===== config.mk =====
export PLATFORM = sky130hd
export DESIGN_NAME = axis_slave
export DESIGN_NICKNAME = d
export VERILOG_FILES = /design/src/rtl/axis_slave.sv
export SDC_FILE = /design/constraint.sdc
export NUM_CORES = 1
export LEC_CHECK = 0
export BUFFER_PORTS_ARGS = -buffer_cell sky130_fd_sc_hd__buf_2
export CORE_ASPECT_RATIO = 2
export CORE_MARGIN = 2
export CORE_UTILIZATION = 50
export DETAILED_ROUTE_END_ITERATION = 7
export GPL_TIMING_DRIVEN = 0
export PLACE_DENSITY = 0.68
export SLEW_MARGIN = 20
export SYNTH_ARGS = -nofsm -noshare
export SYNTH_HDL_FRONTEND = slang
export SYNTH_SLANG_ARGS = --single-unit

===== constraint.sdc =====
create_clock -name axi_aclk -period 6.7 [get_ports axi_aclk]
set_input_delay 1.34 -clock axi_aclk [delete_from_list [all_inputs] [get_ports axi_aclk]]
set_output_delay 1.34 -clock axi_aclk [all_outputs]
set_load 0.03 [all_outputs]

===== src/rtl/axis_slave.sv =====
// axis_slave: AXI-Stream receive front end with a FWFT FIFO and per-packet reporting.
// Ports:
//   axi_aclk, axi_reset      - clock, sync active-high reset
//   axis_t*                  - upstream AXIS slave port (tready = not full)
//   bk_valid/bk_ready, bk_*  - head-of-FIFO pop interface to the backend
//   bk_done, bk_beats        - registered end-of-packet pulse and beat count
//   bk_nodrain               - backend has stalled with data pending too long
module axis_slave #(
    parameter int FIFO_DEPTH     = 8,
    parameter int BK_RDY_TIMEOUT = 5,
    parameter int CNT_WIDTH      = 8
) (
    input  logic                 axi_aclk,
    input  logic                 axi_reset,
    input  logic                 axis_tvalid,
    input  logic [31:0]          axis_tdata,
    input  logic [3:0]           axis_tstrb,
    input  logic [3:0]           axis_tkeep,
    input  logic [1:0]           axis_tuser,
    input  logic                 axis_tlast,
    output logic                 axis_tready,
    output logic                 bk_valid,
    output logic [31:0]          bk_data,
    output logic [3:0]           bk_tstrb,
    output logic [3:0]           bk_tkeep,
    output logic [1:0]           bk_user,
    output logic                 bk_last,
    input  logic                 bk_ready,
    output logic                 bk_done,
    output logic [CNT_WIDTH-1:0] bk_beats,
    output logic                 bk_nodrain
);
    localparam int AW = $clog2(FIFO_DEPTH);
    localparam int EW = 43;
    localparam logic [AW:0] DEPTH = (AW+1)'(FIFO_DEPTH);
    localparam logic [CNT_WIDTH-1:0] TMO  = CNT_WIDTH'(BK_RDY_TIMEOUT);
    localparam logic [CNT_WIDTH-1:0] CMAX = '1;
    localparam logic [CNT_WIDTH-1:0] ONE  = CNT_WIDTH'(1);

    typedef enum logic {IDLE, IN_PKT} state_t;

    logic [EW-1:0]        mem [FIFO_DEPTH];
    logic [AW-1:0]        wr_ptr;
    logic [AW-1:0]        rd_ptr;
    logic [AW:0]          occ;
    logic                 full;
    logic                 empty;
    logic                 push;
    logic                 pop;
    logic [EW-1:0]        head;
    state_t               state;
    state_t               state_nxt;
    logic [CNT_WIDTH-1:0] beat_cnt;
    logic [CNT_WIDTH-1:0] beat_cnt_nxt;
    logic [CNT_WIDTH-1:0] beat_inc;
    logic [CNT_WIDTH-1:0] beats_q;
    logic [CNT_WIDTH-1:0] beats_nxt;
    logic [CNT_WIDTH-1:0] stall_cnt;
    logic                 done_q;
    logic                 done_nxt;

    assign full  = (occ == DEPTH);
    assign empty = (occ == '0);

    // Reset gates the handshakes so nothing moves while axi_reset is high.
    assign axis_tready = ~full & ~axi_reset;
    assign bk_valid    = ~empty & ~axi_reset;
    assign push        = axis_tvalid & axis_tready;
    assign pop         = bk_valid & bk_ready;

    assign head = bk_valid ? mem[rd_ptr] : '0;
    assign {bk_data, bk_tstrb, bk_tkeep, bk_user, bk_last} = head;

    assign bk_done    = done_q & ~axi_reset;
    assign bk_beats   = axi_reset ? '0 : beats_q;
    assign bk_nodrain = ~axi_reset & (stall_cnt >= TMO);

    // Storage has no reset; only occupancy decides what is valid.
    always_ff @(posedge axi_aclk) begin
        if (push)
            mem[wr_ptr] <= {axis_tdata, axis_tstrb, axis_tkeep,
                            axis_tuser, axis_tlast};
    end

    always_ff @(posedge axi_aclk) begin
        if (axi_reset) begin
            wr_ptr <= '0;
            rd_ptr <= '0;
            occ    <= '0;
        end else begin
            if (push) wr_ptr <= wr_ptr + AW'(1);
            if (pop)  rd_ptr <= rd_ptr + AW'(1);
            unique case ({push, pop})
                2'b10:   occ <= occ + (AW+1)'(1);
                2'b01:   occ <= occ - (AW+1)'(1);
                default: occ <= occ;
            endcase
        end
    end

    assign beat_inc = (beat_cnt == CMAX) ? beat_cnt : beat_cnt + ONE;

    always_comb begin
        state_nxt    = state;
        beat_cnt_nxt = beat_cnt;
        beats_nxt    = beats_q;
        done_nxt     = 1'b0;
        if (pop) begin
            unique case (state)
                IDLE: begin
                    if (bk_last) begin
                        done_nxt  = 1'b1;
                        beats_nxt = ONE;
                    end else begin
                        state_nxt    = IN_PKT;
                        beat_cnt_nxt = ONE;
                    end
                end
                IN_PKT: begin
                    if (bk_last) begin
                        state_nxt = IDLE;
                        done_nxt  = 1'b1;
                        beats_nxt = beat_inc;
                    end else begin
                        beat_cnt_nxt = beat_inc;
                    end
                end
                default: state_nxt = IDLE;
            endcase
        end
    end

    always_ff @(posedge axi_aclk) begin
        if (axi_reset) begin
            state     <= IDLE;
            beat_cnt  <= '0;
            beats_q   <= '0;
            done_q    <= 1'b0;
            stall_cnt <= '0;
        end else begin
            state    <= state_nxt;
            beat_cnt <= beat_cnt_nxt;
            beats_q  <= beats_nxt;
            done_q   <= done_nxt;
            if (bk_valid & ~bk_ready)
                stall_cnt <= (stall_cnt == CMAX) ? stall_cnt
                                                 : stall_cnt + ONE;
            else
                stall_cnt <= '0;
        end
    end
endmodule


==> results.txt <==
* Maximum buffer depth of the clock tree: 3
* Instance count of the mapped netlist: 781
- Summed over all failing endpoints, the final setup total negative slack is 0 ns.
- Of the synthesized area, sequential elements account for 74.1%.
- The Yosys step of the flow raised 0 warnings.
* Kind of critical path: in -> out
- The analysis attributes to net switching a power of 1.14 mW.
* Number of nets still failing antenna checks after routing: 0
- Wires add up to 30.4 mm.
* Register bit count reported by yosys: 383
* Internal portion of total power: 4.02 mW
* Total die area: 0.0315 mm²
- Setup repair after global routing left no endpoint under its margin.
* Maximum operating frequency: 0.225 GHz
* Transition time of the tightest slew-check pin: 0.940 ns
* Number of global-route vias before repair: 8200
- The most critical setup path has its startpoint at axi_reset.
- Entering global routing, the biggest net connects 20 pins.
* Library cell with the highest instance count after synthesis: edfxtp_1
* Termination of the worst setup path: bk_data[6]
- After layout, the worst path uses 66.2% of the clock period.
- Number of vias in the routed layout: 7659
* Vias per inst: 5.75
- Area after DPL: 0.0164 mm²
- Post-Syn Nets: 837
- Worst Setup End Kind: output port
* Count of routing violations after the opening detailed-route iteration: 522
* TritonCTS clock tree: yes
- Registers are responsible for 51.4% of the overall power.
- The cell area that synthesis handed to floorplanning was 0.0150 mm².
* Global routing usage summed across all routing layers: 19.8%
- Worst slew margin: 37.3%
- For this run the aggregate overflow at the end of global routing stands at 0.
* Area share of the largest cell type after synthesis: 68.9%
- Across the run, the number of max-cap violations was 0.
- Among all flip-flop cells after synthesis, the most frequent one is edfxtp_1.
- By count the netlist is led by 344 x edfxtp_1, 84 x mux4_2, 70 x nor2_1.
- Height of the die: 249 µm
- Area of the placeable core: 0.0295 mm²
* Clock transition at path regs: 0.06 ns
* Setup slack on the worst flop-to-flop path: 3.37 ns
- Multi-input logic area: 0.00373 mm²
- Filler cell count in the final layout: 2191
- Clock period minus final worst setup slack: 4.44 ns
- Clock root buffer master: clkbuf_16
- For this run, the detailed router's first-pass iteration total came to 5.
- Largest driver fanout on the critical path: 10
- Of the total power, combinational logic draws 9.0%.
- Count of unresolved DRC violations after routing: 0
- Cells on worst reg2reg path: 10
- Data arrival time of the worst path: 3.10 ns
* Switch share: 22.1%
- Counting flops with an async set or reset pin after synthesis yields a share of 0%.
- Status: finished, final reports clean
* Path category of the worst min-delay check: reg -> reg
- At the end of routability-driven placement, the weighted congestion stood at 0.820.
* I/O Pins: 102
* LEAKAGE: 5.84 nW
- Global-route wire length before repair: 47.2 mm
* Clock latency reported for the late side of the worst-skew pair: 0.53 ns
* Final design utilization: 59.6%
- The count of endpoints failing hold in the final timing report came to 0.
- CTS Hold Buffers Added: 0
* Post-Synthesis Mean Instance Area: 19.2 µm²
- Total non-filler cell area in the finished layout: 0.0176 mm²
- Number of cells in the design after placement: 1269
* Clock share of power: 39.6%
- The largest total area in the synthesized netlist belongs to edfxtp_1.
- Data on the critical path is required at its endpoint by 5.36 ns.
* Antenna violations before repair: 2
- Of the cells placed in the final design, the portion with a size suffix greater than 1 is 30.7%.
- CTS built an H-tree with a depth of 2.
* Final max-slew violation count: 0
* Number of post-CTS setup repair buffers: 0
* Power per Cell Area: 293 mW/mm²
- Number of enable-type register cells in the synthesized netlist: 344
- For this configuration, the core starts out at a cell density of 50.8%.
- The worst setup path is launched from an input pin.
- The net count of the finished layout is 997.
- Clock skew on the completed layout was measured at 0.0209 ns.
- Resize count post-CTS: 0
- Port-buffer cells: 100
* Die boundary width: 126 µm
- Layout Cells excl Fill: 1332
- Top cells by area in the synthesized netlist: edfxtp_1 69%, mux4_2 13%, dfxtp_1 5.2%
- The area growth from synthesis to layout is 17.3%.
- Clock tree synthesis found a total of 383 sinks.
- Counting the buffers created by CTS gives 34.
* Count of cell types in the netlist: 50
- Reg2reg start: occ[1]
- In this run the critical register-to-register path is captured at mem[0][40].
- Detailed placement finished with a half-perimeter wire length of 19.9 mm.
- Setup violations remaining at the end of the flow were counted as 0.
- In the final layout, flip-flops and latches occupy 0.0111 mm².
- Number of rows created at floorplan: 89
- VDD IR max: 0.209 mV
- In the final routed layout, each cell accounts on average for 22.8 µm.
-- per-layer routing --
layer | share of wire (%) | global-route usage [%] | vias to the layer above | routed length (µm)
li1 | - | - | 3439 | -
met2 | 55 | 35.9 | 195 | 16700
met4 | 2.3 | 6.44 | 2 | 703
met5 | 0.043 | 0 | - | 13
met3 | 4.1 | 3.33 | 43 | 1240
met1 | 39 | 23.7 | 3980 | 11700
-- layout make-up --
cell class	count	share of cell area, %
timing repair buffer	124	5.15
clock inverter	18	1.51
buffer	38	1.00
antenna	1	0.0142
inverter	11	0.249
multi-input combinational	349	21.2
clock buffer	44	5.17
sequential	383	63.1
tap	364	2.59
-- power by group through the flow --
| stage | clock network [mW] | logic (mW) | registers (mW) |
|---|---|---|---|
| 2_1_floorplan | 0 | 0.314 | 2.70 |
| 3_3_place_gp | 0 | 0.457 | 2.71 |
| 3_5_place_dp | 0 | 0.473 | 2.70 |
| 4_1_cts | 2.08 | 0.475 | 2.65 |
| 5_1_grt | 2.17 | 0.505 | 2.65 |
| 6_report | 2.04 | 0.466 | 2.65 |
-- metrics by stage --
step | hold WS [ns] | setup slack [ns] | total power, mW
floorplan | 0.452 | 0.511 | 3.02
global placement | 0.470 | -2.35 | 3.17
detailed placement | 0.485 | 2.12 | 3.18
CTS | 0.499 | 2.25 | 5.21
global route | 0.520 | 2.12 | 5.33
finish | 0.489 | 2.26 | 5.16
-- registers in the layout, summed over array words and instances, names as in the netlist, named ones only --
name and count:
mem 344, beat_cnt 8, beats_q 8, stall_cnt 8
occ 4, rd_ptr 3, wr_ptr 3, done_q 1
state 1
-- worst min path at each step --
stage,start,endpoint,slack (ns),cells after the start
after global placement,beats_q[6],beats_q[6],0.47,2
after CTS,beats_q[5],beats_q[5],0.50,2
after detailed placement,beats_q[6],beats_q[6],0.48,2
after floorplan,beats_q[6],beats_q[6],0.45,2
after global routing,beats_q[5],beats_q[5],0.52,2
final,beats_q[5],beats_q[5],0.49,2
-- worst max-delay path: stages --
cell      delay, ns
buf_2          0.09
clkbuf_1       0.36
or2b_1         0.16
buf_2          0.21
clkbuf_1       0.52
nor2_1         0.17
buf_2          0.22
-- cell usage in the layout, fill, tap and decap left out, drive strengths merged, types with 2 or more instances in the layout --
cell,netlist,final
a2111oi,2,2
a21oi,8,8
a31oi,4,4
and3,5,5
buf,25,149
bufinv,0,6
clkbuf,13,57
clkinv,0,6
clkinvlp,0,4
dfxtp,39,39
edfxtp,344,344
ha,9,9
inv,11,13
mux2,2,2
mux2i,57,57
mux4,84,84
nand2,16,16
nand2b,9,9
nand3,8,8
nand3b,8,8
nand4,5,5
nor2,70,70
nor2b,7,7
nor3,15,15
o21ai,8,8
or3,2,2
xnor2,3,3
xor2,9,9
-- cell families (layout without fill, tap and decap cells) --
family                   Yosys count  in the layout  share of synthesized area [%]
AO/OA/AOI/OAI                     32             32                           1.42
XOR/XNOR                          12             12                          0.701
adder cells (fa/ha/maj)            9              9                          0.751
buffers and inverters             49            235                           1.47
flip-flops                       383            383                           74.1
multiplexers                     143            143                           16.6
other                              0              1                              0
AND/OR/NAND/NOR                  153            153                           5.01
Power figures use the tool's default switching activity.
